===== config.mk =====
export PLATFORM = sky130hd
export DESIGN_NAME = pcg_rng_arbiter
export DESIGN_NICKNAME = d
export VERILOG_FILES = /design/src/rtl/pcg_rng_arbiter.sv
export SDC_FILE = /design/constraint.sdc
export NUM_CORES = 1
export LEC_CHECK = 0
export CAP_MARGIN = 30
export CORE_AREA = 2 2 204 206
export CTS_CLUSTER_SIZE = 40
export DETAILED_ROUTE_END_ITERATION = 6
export DIE_AREA = 0 0 206 208
export PLACE_DENSITY_LB_ADDON = 0.15
export REMOVE_ABC_BUFFERS = 1
export SLEW_MARGIN = 20
export SYNTH_ARGS = -nofsm -noshare
export SYNTH_HDL_FRONTEND = slang
export SYNTH_SLANG_ARGS = --single-unit

===== constraint.sdc =====
create_clock -name clk -period 4.3 [get_ports clk]
set_input_delay 1.29 -clock clk [delete_from_list [all_inputs] [get_ports clk]]
set_output_delay 1.29 -clock clk [all_outputs]
set_load 0.01 [all_outputs]

===== src/rtl/pcg_rng_arbiter.sv =====
// Seeding/warm-up sequencer and round-robin word distributor for the 128-bit PCG generator.
// Optional macro PCG_ARB_AUTORESEED_EN: reseed from the granted word every RESEED_INTERVAL grants.
module pcg_rng_arbiter #(
    parameter int          N               = 4,
    parameter logic [127:0] DEFAULT_SEED   = 128'h0123_4567_89AB_CDEF_FEDC_BA98_7654_3210,
    parameter int          HOLD_CYCLES     = 2,
    parameter int          WARMUP          = 4,
    parameter int          RESEED_INTERVAL = 1024
) (
    input  logic           clk,
    input  logic           rst,
    input  logic [127:0]   seed_in,
    input  logic           seed_load,
    output logic [127:0]   gen_seed,
    output logic           gen_rst,
    input  logic [127:0]   gen_data,
    input  logic [N-1:0]   req,
    output logic [N-1:0]   gnt,
    output logic [127:0]   rnd_out,
    output logic           rnd_valid,
    output logic           ready
);

    localparam int PW   = (N > 1) ? $clog2(N) : 1;
    localparam int CMAX = (HOLD_CYCLES > WARMUP) ? HOLD_CYCLES : WARMUP;
    localparam int CW   = $clog2(CMAX + 1);

    if (N < 1 || N > 16) begin : g_bad_n
        $error("pcg_rng_arbiter: N must be 1..16");
    end
    if (HOLD_CYCLES < 1 || WARMUP < 1 || RESEED_INTERVAL < 1) begin : g_bad_cnt
        $error("pcg_rng_arbiter: HOLD_CYCLES, WARMUP and RESEED_INTERVAL must be >= 1");
    end

    typedef enum logic [1:0] {
        ST_SEED   = 2'd0,
        ST_WARMUP = 2'd1,
        ST_RUN    = 2'd2
    } state_t;

    state_t          state_q, state_d;
    logic [CW-1:0]   cnt_q, cnt_d;
    logic [PW-1:0]   ptr_q, ptr_d;
    logic [127:0]    seed_q, seed_d;
    logic [N-1:0]    gnt_q, gnt_d;
    logic [127:0]    rnd_q, rnd_d;
    logic            vld_q, vld_d;
    logic [PW-1:0]   sel;
    logic            grant;

`ifdef PCG_ARB_AUTORESEED_EN
    localparam int GW = (RESEED_INTERVAL > 1) ? $clog2(RESEED_INTERVAL) : 1;
    logic [GW-1:0]   gcnt_q, gcnt_d;
`endif

    // First requester at or after the pointer, wrapping modulo N.
    function automatic logic [PW-1:0] rr_pick(input logic [N-1:0] r, input logic [PW-1:0] p);
        logic [PW-1:0] res;
        logic [PW-1:0] k;
        logic          found;
        res   = p;
        found = 1'b0;
        for (int i = 0; i < N; i++) begin
            k = PW'((int'(p) + i) % N);
            if (!found && r[k]) begin
                res   = k;
                found = 1'b1;
            end
        end
        return res;
    endfunction

    always_comb begin
        state_d = state_q;
        cnt_d   = cnt_q;
        ptr_d   = ptr_q;
        seed_d  = seed_q;
        gnt_d   = '0;
        vld_d   = 1'b0;
        rnd_d   = rnd_q;
`ifdef PCG_ARB_AUTORESEED_EN
        gcnt_d  = gcnt_q;
`endif
        sel   = rr_pick(req, ptr_q);
        grant = (state_q == ST_RUN) && (|req) && !seed_load;

        case (state_q)
            ST_SEED: begin
                if (cnt_q == CW'(HOLD_CYCLES - 1)) begin
                    state_d = ST_WARMUP;
                    cnt_d   = '0;
                end else begin
                    cnt_d = cnt_q + CW'(1);
                end
            end
            ST_WARMUP: begin
                if (cnt_q == CW'(WARMUP - 1)) begin
                    state_d = ST_RUN;
                    cnt_d   = '0;
                end else begin
                    cnt_d = cnt_q + CW'(1);
                end
            end
            ST_RUN: begin
                cnt_d = '0;
            end
            default: begin
                state_d = ST_SEED;
                cnt_d   = '0;
            end
        endcase

        if (grant) begin
            gnt_d[sel] = 1'b1;
            vld_d      = 1'b1;
            rnd_d      = gen_data;
            ptr_d      = (int'(sel) == N - 1) ? '0 : sel + PW'(1);
`ifdef PCG_ARB_AUTORESEED_EN
            // The interval-completing grant still delivers its word, then folds it into the seed.
            if (gcnt_q == GW'(RESEED_INTERVAL - 1)) begin
                seed_d  = seed_q ^ gen_data;
                state_d = ST_SEED;
                cnt_d   = '0;
                gcnt_d  = '0;
            end else begin
                gcnt_d = gcnt_q + GW'(1);
            end
`endif
        end

        if (seed_load) begin
            seed_d  = seed_in;
            state_d = ST_SEED;
            cnt_d   = '0;
`ifdef PCG_ARB_AUTORESEED_EN
            gcnt_d  = '0;
`endif
        end
    end

    always_ff @(posedge clk or negedge rst) begin
        if (!rst) begin
            state_q <= ST_SEED;
            cnt_q   <= '0;
            ptr_q   <= '0;
            seed_q  <= DEFAULT_SEED;
            gnt_q   <= '0;
            rnd_q   <= '0;
            vld_q   <= 1'b0;
        end else begin
            state_q <= state_d;
            cnt_q   <= cnt_d;
            ptr_q   <= ptr_d;
            seed_q  <= seed_d;
            gnt_q   <= gnt_d;
            rnd_q   <= rnd_d;
            vld_q   <= vld_d;
        end
    end

`ifdef PCG_ARB_AUTORESEED_EN
    always_ff @(posedge clk or negedge rst) begin
        if (!rst) begin
            gcnt_q <= '0;
        end else begin
            gcnt_q <= gcnt_d;
        end
    end
`endif

    assign gen_seed  = seed_q;
    assign gen_rst   = (state_q == ST_SEED);
    assign ready     = (state_q == ST_RUN);
    assign gnt       = gnt_q;
    assign rnd_out   = rnd_q;
    assign rnd_valid = vld_q;

endmodule


[Word level (Yosys, flattened, before mapping)]
Cells that the tools add are included.
W data, S select, Z words.
Operators by class
  add/sub/neg operators: 5
  order comparisons: 6
  muxes and demuxes: 27
  eq/ne operators: 8
  reduce and logical (&&, ||, !) cells: 13
Operators with widths (count)
  $lt A2 B3 Y1 const B: 5
  $mux W2: 7
  $mux W1: 9
  $mux W3: 3
  $bmux W1 S2: 4
  $logic_and A1 B1 Y1: 6
  $pmux W2 S3: 1
  $pmux W3 S2: 1
  $add A2 B1 Y2 const B: 2
  $add A2 B2 Y2 const B: 2
  $eq A2 B1 Y1 const B: 2
  $logic_not A1 Y1: 4
  $mux W4: 1
  $reduce_or A4 Y1: 1
  $add A3 B1 Y3 const B: 1
  $eq A3 B1 Y1 const B: 1
  $eq A3 B2 Y1 const B: 1
  $ne A3 B2 Y1 const B: 1
  $ne A3 B3 Y1 const B: 1
  $reduce_and A3 Y1: 1
  $demux W1 S2: 1
  $eq A2 B2 Y1 const B: 1
  $ge A2 B1 Y1 const B: 1
  $logic_not A2 Y1: 1
  $ne A2 B2 Y1 const B: 1
Storage, ports and cells
  bits in registers: 268
  bits of input ports: 263
  output and inout bits: 263
  logic and storage cells: 66

[Longest topological paths before layout]
Gate-level depths: netlist of run 1.
  word-level depth: 17
  depth in mapped cells: 6
  gate-level depth less buffers: 6

[Least setup slack after synthesis of run 1]
Ideal clock, no wire load.
  kind: input -> register
  from: input req[1]
  to: register ptr_q[1]
  arrival time: 2.601 ns
  setup time: 0.125 ns
  buffers on the path: 0
  data required time: 4.175 ns
  stages on the path: 6
  path slack: 1.574 ns
  cell sequence: or3b_2 > o31ai_1 > a221o_1 > inv_1 > ha_1 > mux2_2
Between the ends
  word-level cells in the longest chain between the ends: 14
  elaborated cells between the ends (all ways): 26
  those cells by class: add/sub: 1; eq/ne: 1; mux: 15; reduce/logical: 9
RTL lines
  start, declared: line 17  | input logic [N-1:0] req,
  $bmux W1 S2: line 65  | if (!found && r[k]) begin
  $mux W1 (implied by the code): line 65
  $mux W1: line 65
  $logic_not A1 Y1: line 65
  $logic_and A1 B1 Y1: line 65
  $mux W1: line 65
  $logic_not A1 Y1: line 65
  $logic_and A1 B1 Y1: line 65
  $mux W1: line 65
  $logic_not A1 Y1: line 65
  $logic_and A1 B1 Y1: line 65
  $mux W2: line 65
  $add A2 B1 Y2 or $eq A2 B1 Y1 (tied branches): line 117  | ptr_d = (int'(sel) == N - 1) ? '0 : sel + PW'(1);
  $mux W2: line 117
  end signal, assigned: line 153  | ptr_q <= ptr_d;
  end, declared: line 43  | logic [PW-1:0] ptr_q, ptr_d;
Parallel ways exist; a longest one is shown, timed or not. The select of a mux whose other input is x is not followed.
A chain may end at the register's enable or synchronous reset.

[Worst setup path after layout of run 1]
  from: register state_q[0]
  to: output ready
Between the ends
  word-level cells in the longest chain between the ends: 1
RTL lines
  start, declared: line 41  | state_t state_q, state_d;
  start signal, assigned: line 151  | state_q <= state_d;
  $eq A2 B2 Y1: line 173  | assign ready = (state_q == ST_RUN);
  end, declared: line 21  | output logic ready
No other way between the ends.

==> results.py, run 1 <==
metrics = {
    "logic_synthesis": {
        "synth_top_family_by_area": "multiplexers",
        "synth_xor_xnor_area_share": 0,
        "async_flop_share": 1.00,
        "synthAdderAreaFrac": 0.00983,
        "ys_seq_elements": 268,
        "synthFlopType": "dfrtp_1",
        "synth-seq-area-share": 0.666,
        "ys_warn_count": 0,
        "synthMostInstantiatedCell": "mux2_2",
        "synth_simple_gate_area_frac": 0.0106,
        "syn_inst": 602,
        "synth_common_cells": "mux2_2, dfrtp_1, dfstp_2",
        "synth_area_per_cell_um2": 16.9,
        "synth.distinct_cells": 27,
        "synth_edf_count": 0,
        "syn-cell-area_um2": 10200,
        "synth.largest_area_cell": "dfrtp_1",
        "synth_top_area_share": 0.501,
        "synth.area.mux_share": 0.285,
        "synth_area_leaders": "dfrtp_1, mux2_2, dfstp_2",
        "synth_compound_area_frac": 0.00897,
    },
    "clock_network": {
        "htreeDepth": 2,
        "cts_tree": "built",
        "cts_setup_buffers": 0,
        "cts_sinks": 268,
        "path_clk_slew_ns": 0.05,
        "cts_buffers": 34,
        "cts_hold_buf": 0,
        "clockBufferDepth": 3,
        "clock-root-buffer": "clkbuf_16",
        "post_cts_resized": 0,
        "clk_latency_ns": 0.52,
    },
    "die": {
        "design.core.area_um2": 40600,
        "die_h_um": 208,
        "fp.dieW_um": 206,
        "std_cell_rows": 74,
        "io_pins": 526,
        "dieArea_um2": 42800,
        "start_util": 0.251,
    },
    "hold_path": {
        "hp-class": "reg2reg",
    },
    "timing": {
        "fin_crit_sh": 0.731,
        "drv_slew": 0,
        "fin_ws_ns": 1.16,
        "final_hold_viol_count": 0,
        "slew_headroom": 0.474,
        "tightest_slew_ns": 0.789,
        "fmax_mhz": 318,
        "fin_hold_ws_ns": 0.467,
        "rsz0062_at_grt": "no",
        "setup_violations": 0,
        "fin_worst_skew_ns": 0.00903,
        "period_minus_slack_ns": 3.14,
    },
    "place": {
        "dpl-instance-area_um2": 16100,
        "gp_congestion": 0.769,
        "post-place-ws_ns": 0.841,
        "portBuffers": 525,
        "dp.final_hpwl_mm": 24.7,
    },
    "pwr": {
        "p_seq_frac": 0.395,
        "p_sw_uw": 2180,
        "ir_drop_mv": 0.285,
        "power_density_nw_per_um2": 493,
        "leakage_uw": 0.00710,
        "power_frac_comb": 0.269,
        "p_sw_frac": 0.257,
        "power_frac_clock": 0.336,
        "power_uw": 8480,
        "p_int_uw": 6310,
    },
    "cells_and_area": {
        "fin_area_um2": 17200,
        "nets": 1416,
        "fin_util": 0.425,
        "drive_above_1_share": 0.292,
        "diodes": 0,
        "area_growth_pct": 69.1,
    },
    "global_routing": {
        "grt_pass1_wl_mm": 47.9,
        "track_usage": 0.150,
        "grt_pass1_vias": 7662,
        "grt_start_max_net_pins": 133,
        "grt_overflow": 0,
        "antenna_found_initial": 2,
    },
    "run": {
        "cap_violations": 0,
    },
    "worst_setup_path": {
        "cp-start-kind": "register",
        "path_class": "reg2out",
        "endpoint_kind": "output port",
        "critPathRequiredTime_ns": 3.01,
        "arrival_ns": 1.85,
        "crit_fanout": 8,
    },
    "route": {
        "post_drt_via_cell_ratio": 4.16,
        "remaining_drc_errors": 0,
        "routed_wl_mm": 32.7,
        "drt_iter0_drc": 216,
        "first_pass_iters": 4,
        "route.vias.total": 7074,
        "ant_nets": 0,
        "wl_per_cell_um": 19.2,
    },
    "outcome": {
        "status": "finished clean",
    },
}
[cell type report]
cell class / count / area (um2)
clock buffers: 57 / 1090
clock inverters: 4 / 48.8
fillers: 3836 / 23300
inverters: 8 / 30.0
multi-input cells: 297 / 3210
flip-flops and latches: 268 / 6790
well taps: 532 / 666
repair buffers: 536 / 5390
[registers in the layout (all words and copies together), names as in the netlist]
register   cells
rnd_out      128
rnd_valid      1
cnt_q          3
state_q        2
ptr_q          2
gnt            4
gen_seed     128
[power by group through the flow]
stage          logic, uW  registers, uW  clock network, uW
6_report            2280           3350               2850
5_1_grt             2450           3430               3070
4_1_cts             2330           3360               2970
3_5_place_dp        2320           3390                  0
3_3_place_gp        2310           3380                  0
2_1_floorplan        504           3620                  0
[cell usage in the layout, fill, tap and decap left out, drive strengths merged]
cell             n
a211oi           3
a21oi            3
a221o            1
and2             4
buf             13
bufinv           1
clkbuf          57
clkdlybuf4s50  523
clkinv           3
dfrtp          204
dfstp           64
ha               8
inv              8
mux2           258
nand2            2
nand2b           2
nand3b           2
nor2             3
nor2b            1
nor3             2
nor4             1
o221ai           1
o22a             1
o22ai            3
o31ai            1
or3b             1
[kinds of logic (layout without fill, tap and decap cells)]
| kind of cell | Yosys count | in the layout |
|---|---|---|
| adder cells (fa/ha/maj) | 8 | 8 |
| buffers and inverters | 37 | 605 |
| flip-flops | 268 | 268 |
| AO/OA/AOI/OAI | 13 | 13 |
| AND/OR/NAND/NOR | 18 | 18 |
| multiplexers | 258 | 258 |
[worst max-delay path, stage by stage (launching register included)]
cell             delay (ns)
dfrtp_1                0.45
nand2b_1               0.25
inv_1                  0.10
clkdlybuf4s50_1        0.53
[stage by stage]
| step | cells | setup TNS (ns) |
|---|---|---|
| finish | 1702 | 0 |
| CTS | 1702 | 0 |
| detailed placement | 1641 | 0 |
| global placement | 1641 | 0 |
| floorplan | 573 | -394.12 |
| global route | 1702 | 0 |
[worst paths after layout]
check / from / end / slack (ns) / cells after the start
setup / recovery: state_q[0]$_DFFE_PN0P_ / ready / 1.16 / 3
hold / removal: cnt_q[0]$_DFF_PN0_ / cnt_q[0]$_DFF_PN0_ / 0.47 / 1
setup reg to reg: state_q[0]$_DFFE_PN0P_ / rnd_out[29]$_DFFE_PN0P_ / 2.24 / 4
hold reg to reg: cnt_q[0]$_DFF_PN0_ / cnt_q[0]$_DFF_PN0_ / 0.47 / 1
max in group asynchronous: rst / rnd_out[54]$_DFFE_PN0P_ / 2.59 / 2
min in group asynchronous: rst / gen_seed[108]$_DFFE_PN0P_ / 0.76 / 1
[per-layer routing]
layer	routed length (um)	up-vias	global-route usage	part of all wire
li1	-	3219	-	-
met1	12400	3463	0.166	0.38
met2	15200	345	0.244	0.47
met3	4420	43	0.0805	0.13
met4	665	4	0.0493	0.020
met5	27	-	0	0.00083
Note: power is estimated with default switching activity, not from simulation.
==> run 2, diff against run 1 <==
--- a/config.mk
+++ b/config.mk
@@ -6,10 +6,10 @@
 export NUM_CORES = 1
 export LEC_CHECK = 0
 export CAP_MARGIN = 30
-export CORE_AREA = 2 2 204 206
+export CORE_AREA = 2 2 206 208
 export CTS_CLUSTER_SIZE = 40
 export DETAILED_ROUTE_END_ITERATION = 6
-export DIE_AREA = 0 0 206 208
+export DIE_AREA = 0 0 208 210
 export PLACE_DENSITY_LB_ADDON = 0.15
 export REMOVE_ABC_BUFFERS = 1
 export SLEW_MARGIN = 20
==> constraint.sdc (replaced) <==
create_clock -name clk -period 3.1 [get_ports clk]
set_input_delay 0.93 -clock clk [delete_from_list [all_inputs] [get_ports clk]]
set_output_delay 0.93 -clock clk [all_outputs]
set_load 0.01 [all_outputs]
==> run 2 against run 1 <==
  * Cell area grew 0.67%
  * Critical path depth is the same
  * Final cell count grew 0.94%
  * Sequential power grew 39%
  * Flip-flop and latch count is the same
  * Setup slack lost 0.81 ns
  * Clock skew shrank 0.00073 ns
  * Utilization shrank 0.67 points
  * Critical endpoint unchanged
==> results.py, run 2 (synthesis gave the netlist of run 1 again) <==
metrics = {
    "worst_setup_path": {
        "path_class": "reg2out",
        "critPathSlowestCell": "clkdlybuf4s50_1",
        "critPathRequiredTime_ns": 2.17,
        "path_delay_family": "buffers and inverters",
        "crit_chain": "nand2b_1 -> inv_1 -> clkdlybuf4s50_1",
        "cp.buffers_inverters": 2,
        "crit_fanout": 8,
        "endpoint_kind": "output port",
        "startpoint": "state_q[0]$_DFFE_PN0P_",
        "cp-start-kind": "register",
        "max_stage_delay_ns": 0.54,
        "reg2reg_from": "ptr_q[1]$_DFFE_PN0P_",
        "arrival_ns": 1.83,
    },
    "clock_network": {
        "cts_hold_buf": 0,
        "clk_latency_ns": 0.52,
        "clockBufferDepth": 3,
        "cts_sinks": 268,
        "cts_tree": "built",
        "cts_buffers": 34,
        "htreeDepth": 2,
        "post_cts_resized": 0,
        "clock-root-buffer": "clkbuf_16",
        "cts_setup_buffers": 0,
        "path_clk_slew_ns": 0.06,
    },
    "cells_and_area": {
        "layout_commonest_cell": "clkdlybuf4s50_1",
        "diodes": 0,
        "final_cell_count_no_fill": 1718,
        "mostFrequentLayoutCells": "clkdlybuf4s50_1, mux2_2, dfrtp_1",
        "area_growth_pct": 70.2,
        "drive_above_1_share": 0.295,
        "fin_area_um2": 17300,
        "fin_util": 0.418,
        "nets": 1424,
    },
    "timing": {
        "setup_violations": 0,
        "rsz0062_at_grt": "no",
        "fmax_mhz": 363,
        "tightest_slew_ns": 0.538,
        "fin_crit_sh": 0.889,
        "fin_worst_skew_ns": 0.00830,
        "period_minus_slack_ns": 2.76,
        "fin_ws_ns": 0.344,
        "final_hold_viol_count": 0,
        "drv_slew": 0,
        "slew_headroom": 0.638,
        "fin_tns_setup_ns": 0,
    },
    "global_routing": {
        "track_usage": 0.147,
        "grt_start_max_net_pins": 84,
        "grt_overflow": 0,
        "grt_pass1_wl_mm": 48.9,
        "grt_pass1_vias": 7729,
        "antenna_found_initial": 1,
    },
    "route": {
        "wl_per_cell_um": 19.0,
        "ant_nets": 0,
        "drt_iter0_drc": 193,
        "post_drt_via_cell_ratio": 4.17,
        "routed_wl_mm": 32.7,
        "first_pass_iters": 4,
        "route.vias.total": 7160,
        "remaining_drc_errors": 0,
    },
    "die": {
        "io_pins": 526,
        "std_cell_rows": 75,
        "dieArea_um2": 43700,
        "start_util": 0.246,
        "die_h_um": 210,
        "fp.dieW_um": 208,
        "design.core.area_um2": 41500,
    },
    "hold_path": {
        "hp-class": "in2async",
    },
    "place": {
        "dp_cells": 1656,
        "dpl-instance-area_um2": 16200,
        "dp.final_hpwl_mm": 24.5,
        "post-place-ws_ns": 0.111,
        "portBuffers": 525,
        "gp_congestion": 0.724,
    },
    "pwr": {
        "power_frac_clock": 0.333,
        "power_frac_comb": 0.270,
        "power_density_nw_per_um2": 676,
        "leakage_uw": 0.00715,
        "p_seq_frac": 0.397,
        "p_int_uw": 8690,
        "p_sw_uw": 3030,
        "ir_drop_mv": 0.468,
        "p_sw_frac": 0.259,
    },
    "outcome": {
        "status": "finished clean",
    },
    "run": {
        "cap_violations": 0,
    },
}
[run 2: worst reg2reg max path: cells and delay by family, from the launching register on]
family,cells,cell delay [ns]
buffers and inverters,1,0.08
AOI/OAI and AO/OA,2,0.30
muxes,1,0.26
and+or+nand+nor,1,0.49
adders and majority gates,1,0.28
DFF,1,0.45
[run 2: power by group through the flow]
stage	Sequential [uW]	Combinational, uW	Clock, uW
after global routing	4760	3370	4210
after detailed placement	4710	3200	0
after global placement	4680	3210	0
final	4660	3160	3900
after floorplan	5030	700	0
after CTS	4670	3220	4090
[run 2: layout make-up]
type | count | area, um2
fillers | 3904 | 24100
flip-flops and latches | 268 | 6790
repair buffers | 544 | 5530
multi-input cells | 297 | 3210
clock buffers | 57 | 1060
well taps | 539 | 674
clock inverters | 5 | 50.0
inverters | 8 | 30.0
[run 2: final timing paths]
check / endpoint / depth (start not counted) / slack (ns)
max in group asynchronous: gen_seed[12]$_DFFE_PN1P_ / 2 / 1.95
worst max-delay path: ready / 3 / 0.34
worst min-delay path: gen_seed[0]$_DFFE_PN0P_ / 1 / 0.34
worst min register to register: cnt_q[0]$_DFF_PN0_ / 1 / 0.46
worst max register to register: ptr_q[1]$_DFFE_PN0P_ / 6 / 1.13
min in group clk: cnt_q[0]$_DFF_PN0_ / 1 / 0.46
[run 2: through the flow]
step           power [uW]  hold WS (ns)
2_1_floorplan        5720         0.435
3_3_place_gp         7890         0.454
3_5_place_dp         7920         0.456
4_1_cts             12000         0.322
6_report            11700         0.335
5_1_grt             12300         0.348
[run 2: per-layer routing]
metal | vias to the layer above | wire length [um] | track usage
met1 | 3532 | 12700 | 0.170
met5 | - | 15 | 0
met4 | 2 | 671 | 0.0477
met2 | 353 | 15400 | 0.237
met3 | 42 | 3850 | 0.0740
li1 | 3231 | - | -
==> run 3, diff against run 2 <==
--- a/config.mk
+++ b/config.mk
@@ -6,10 +6,11 @@
 export NUM_CORES = 1
 export LEC_CHECK = 0
 export CAP_MARGIN = 30
-export CORE_AREA = 2 2 206 208
+export CORE_AREA = 2 2 203 205
+export CTS_BUF_LIST = sky130_fd_sc_hd__clkbuf_4
 export CTS_CLUSTER_SIZE = 40
 export DETAILED_ROUTE_END_ITERATION = 6
-export DIE_AREA = 0 0 208 210
+export DIE_AREA = 0 0 205 207
 export PLACE_DENSITY_LB_ADDON = 0.15
 export REMOVE_ABC_BUFFERS = 1
 export SLEW_MARGIN = 20
==> run 3 against run 2 <==
  * Flip-flop and latch count is the same
  * Sequential power is essentially flat
  * Clock skew grew 0.032 ns
  * Fmax shrank 4.9%
  * Cell area shrank 0.27%
  * Critical endpoint unchanged
==> results.py, run 3 (synthesis gave the netlist of run 1 again) <==
metrics = {
    "die": {
        "fp.dieW_um": 205,
        "start_util": 0.252,
        "die_h_um": 207,
        "std_cell_rows": 74,
        "dieArea_um2": 42400,
        "design.core.area_um2": 40400,
        "io_pins": 526,
    },
    "timing": {
        "period_minus_slack_ns": 2.90,
        "fmax_mhz": 345,
        "slew_headroom": 0.670,
        "fin_worst_skew_ns": 0.0401,
        "drv_slew": 0,
        "fin_crit_sh": 0.935,
        "fin_ws_ns": 0.203,
        "rsz0062_at_grt": "no",
        "fin_tns_setup_ns": 0,
        "setup_violations": 0,
        "final_hold_viol_count": 0,
        "tightest_slew_ns": 0.495,
    },
    "clock_network": {
        "clk_latency_ns": 0.73,
        "cts_sinks": 268,
        "cts_tree": "built",
        "htreeDepth": 3,
        "cts_hold_buf": 0,
        "cts_buffers": 80,
        "clock-root-buffer": "clkbuf_4",
        "clockBufferDepth": 3,
        "path_clk_slew_ns": 0.06,
    },
    "place": {
        "portBuffers": 525,
        "dp.final_hpwl_mm": 24.2,
        "post-place-ws_ns": 0.137,
        "dpl-instance-area_um2": 16200,
        "gp_congestion": 0.758,
    },
    "global_routing": {
        "track_usage": 0.151,
        "grt_pass1_vias": 8053,
        "grt_overflow": 0,
        "antenna_found_initial": 5,
        "grt_start_max_net_pins": 73,
        "grt_pass1_wl_mm": 48.3,
    },
    "cells_and_area": {
        "mostFrequentLayoutCells": "clkdlybuf4s50_1, mux2_2, dfrtp_1",
        "nets": 1473,
        "area_growth_pct": 69.7,
        "fin_util": 0.428,
        "fin_area_um2": 17300,
        "layout_commonest_cell": "clkdlybuf4s50_1",
        "drive_above_1_share": 0.344,
    },
    "run": {
        "cap_violations": 0,
    },
    "route": {
        "remaining_drc_errors": 0,
        "post_drt_via_cell_ratio": 4.11,
        "ant_nets": 0,
        "first_pass_iters": 4,
        "routed_wl_mm": 32.3,
        "wl_per_cell_um": 17.9,
        "drt_iter0_drc": 106,
        "route.vias.total": 7389,
    },
    "pwr": {
        "power_frac_clock": 0.309,
        "p_int_uw": 8260,
        "power_density_nw_per_um2": 654,
        "p_sw_frac": 0.270,
        "leakage_uw": 0.00725,
        "power_frac_comb": 0.280,
        "p_sw_uw": 3050,
        "ir_drop_mv": 0.399,
        "p_seq_frac": 0.411,
    },
    "worst_setup_path": {
        "max_stage_delay_ns": 0.56,
        "path_delay_family": "buffers and inverters",
        "reg2regPathDepth": 6,
        "arrival_ns": 1.97,
        "cp_num_cells": 3,
        "cp.buffers_inverters": 2,
        "crit_chain": "nand2b_4 -> inv_1 -> clkdlybuf4s50_1",
        "crit_fanout": 8,
        "path_class": "reg2out",
        "critPathSlowestCell": "clkdlybuf4s50_1",
        "critPathRequiredTime_ns": 2.17,
        "cp-start-kind": "register",
        "endpoint_kind": "output port",
    },
    "hold_path": {
        "hp-class": "in2async",
    },
    "outcome": {
        "status": "finished clean",
    },
}
==> run 3: cell types whose count changed in the layout (fill, tap and decap cells not counted) <==
| cell | previous run | this run |
|---|---|---|
| inv_2 | 0 | 3 |
| clkbuf_4 | 0 | 124 |
| clkinv_1 | 0 | 12 |
| bufinv_16 | 1 | 2 |
| clkbuf_16 | 37 | 0 |
| diode_2 | 0 | 3 |
| clkinv_2 | 4 | 1 |
| nand2b_1 | 2 | 1 |
| buf_12 | 10 | 8 |
| clkbuf_8 | 6 | 0 |
| buf_4 | 10 | 15 |
| nand2b_4 | 0 | 1 |
| clkbuf_1 | 14 | 0 |
| clkinvlp_4 | 0 | 1 |
==> run 3: worst register-to-register path, stage by stage, from the launching register on <==
cell and delay [ns]:
dfrtp_1 0.43, or3b_2 0.48, o31ai_1 0.09, a221o_1 0.17, inv_1 0.06, ha_1 0.28, mux2_2 0.26
==> run 3: area by class of cell <==
type	count	area (um2)
antenna	3	7.51
clock buffer	124	931
clock inverter	19	129
fill	3852	23100
inverter	8	30.0
multi-input combinational	297	3220
sequential	268	6790
tap	532	666
timing repair buffer	547	5520
==> run 3: final timing paths <==
path                                              from                       end  slack (ns)
worst max-delay path            state_q[0]$_DFFE_PN0P_                     ready        0.20
worst min-delay path                               rst  gen_seed[73]$_DFFE_PN0P_        0.15
worst max register to register    ptr_q[1]$_DFFE_PN0P_      ptr_q[1]$_DFFE_PN0P_        1.22
worst min register to register      cnt_q[0]$_DFF_PN0_        cnt_q[0]$_DFF_PN0_        0.48
max in group asynchronous                          rst  gen_seed[75]$_DFFE_PN1P_        2.18
min in group clk                    cnt_q[0]$_DFF_PN0_        cnt_q[0]$_DFF_PN0_        0.48
==> run 3: metal layers <==
| layer | up-vias | wire (um) | global-route usage |
|---|---|---|---|
| li1 | 3395 | - | - |
| met1 | 3534 | 12000 | 0.161 |
| met2 | 385 | 15100 | 0.241 |
| met3 | 71 | 4300 | 0.0859 |
| met4 | 4 | 885 | 0.0690 |
| met5 | - | 30 | 0 |
==> run 3: timing repair <==
action                     in CTS  in global routing
gates resized for setup         1                  0
setup endpoints to repair       1                  0
setup buffers                   0                  0
==> run 3: power groups by stage <==
stage                     sequential, uW  clock (uW)  combinational [uW]
final                               4650        3500                3170
after global routing                4760        3900                3380
after CTS                           4660        3690                3220
after detailed placement            4710           0                3200
after global placement              4690           0                3200
after floorplan                     5030           0                 700
==> run 3: per-stage QoR <==
step / total power [uW] / hold WS, ns / cells
after global placement: 7890 / 0.451 / 1652
after CTS: 11600 / 0.0603 / 1795
after floorplan: 5720 / 0.435 / 573
final: 11300 / 0.151 / 1798
after detailed placement: 7910 / 0.464 / 1652
after global routing: 12000 / 0.0898 / 1798
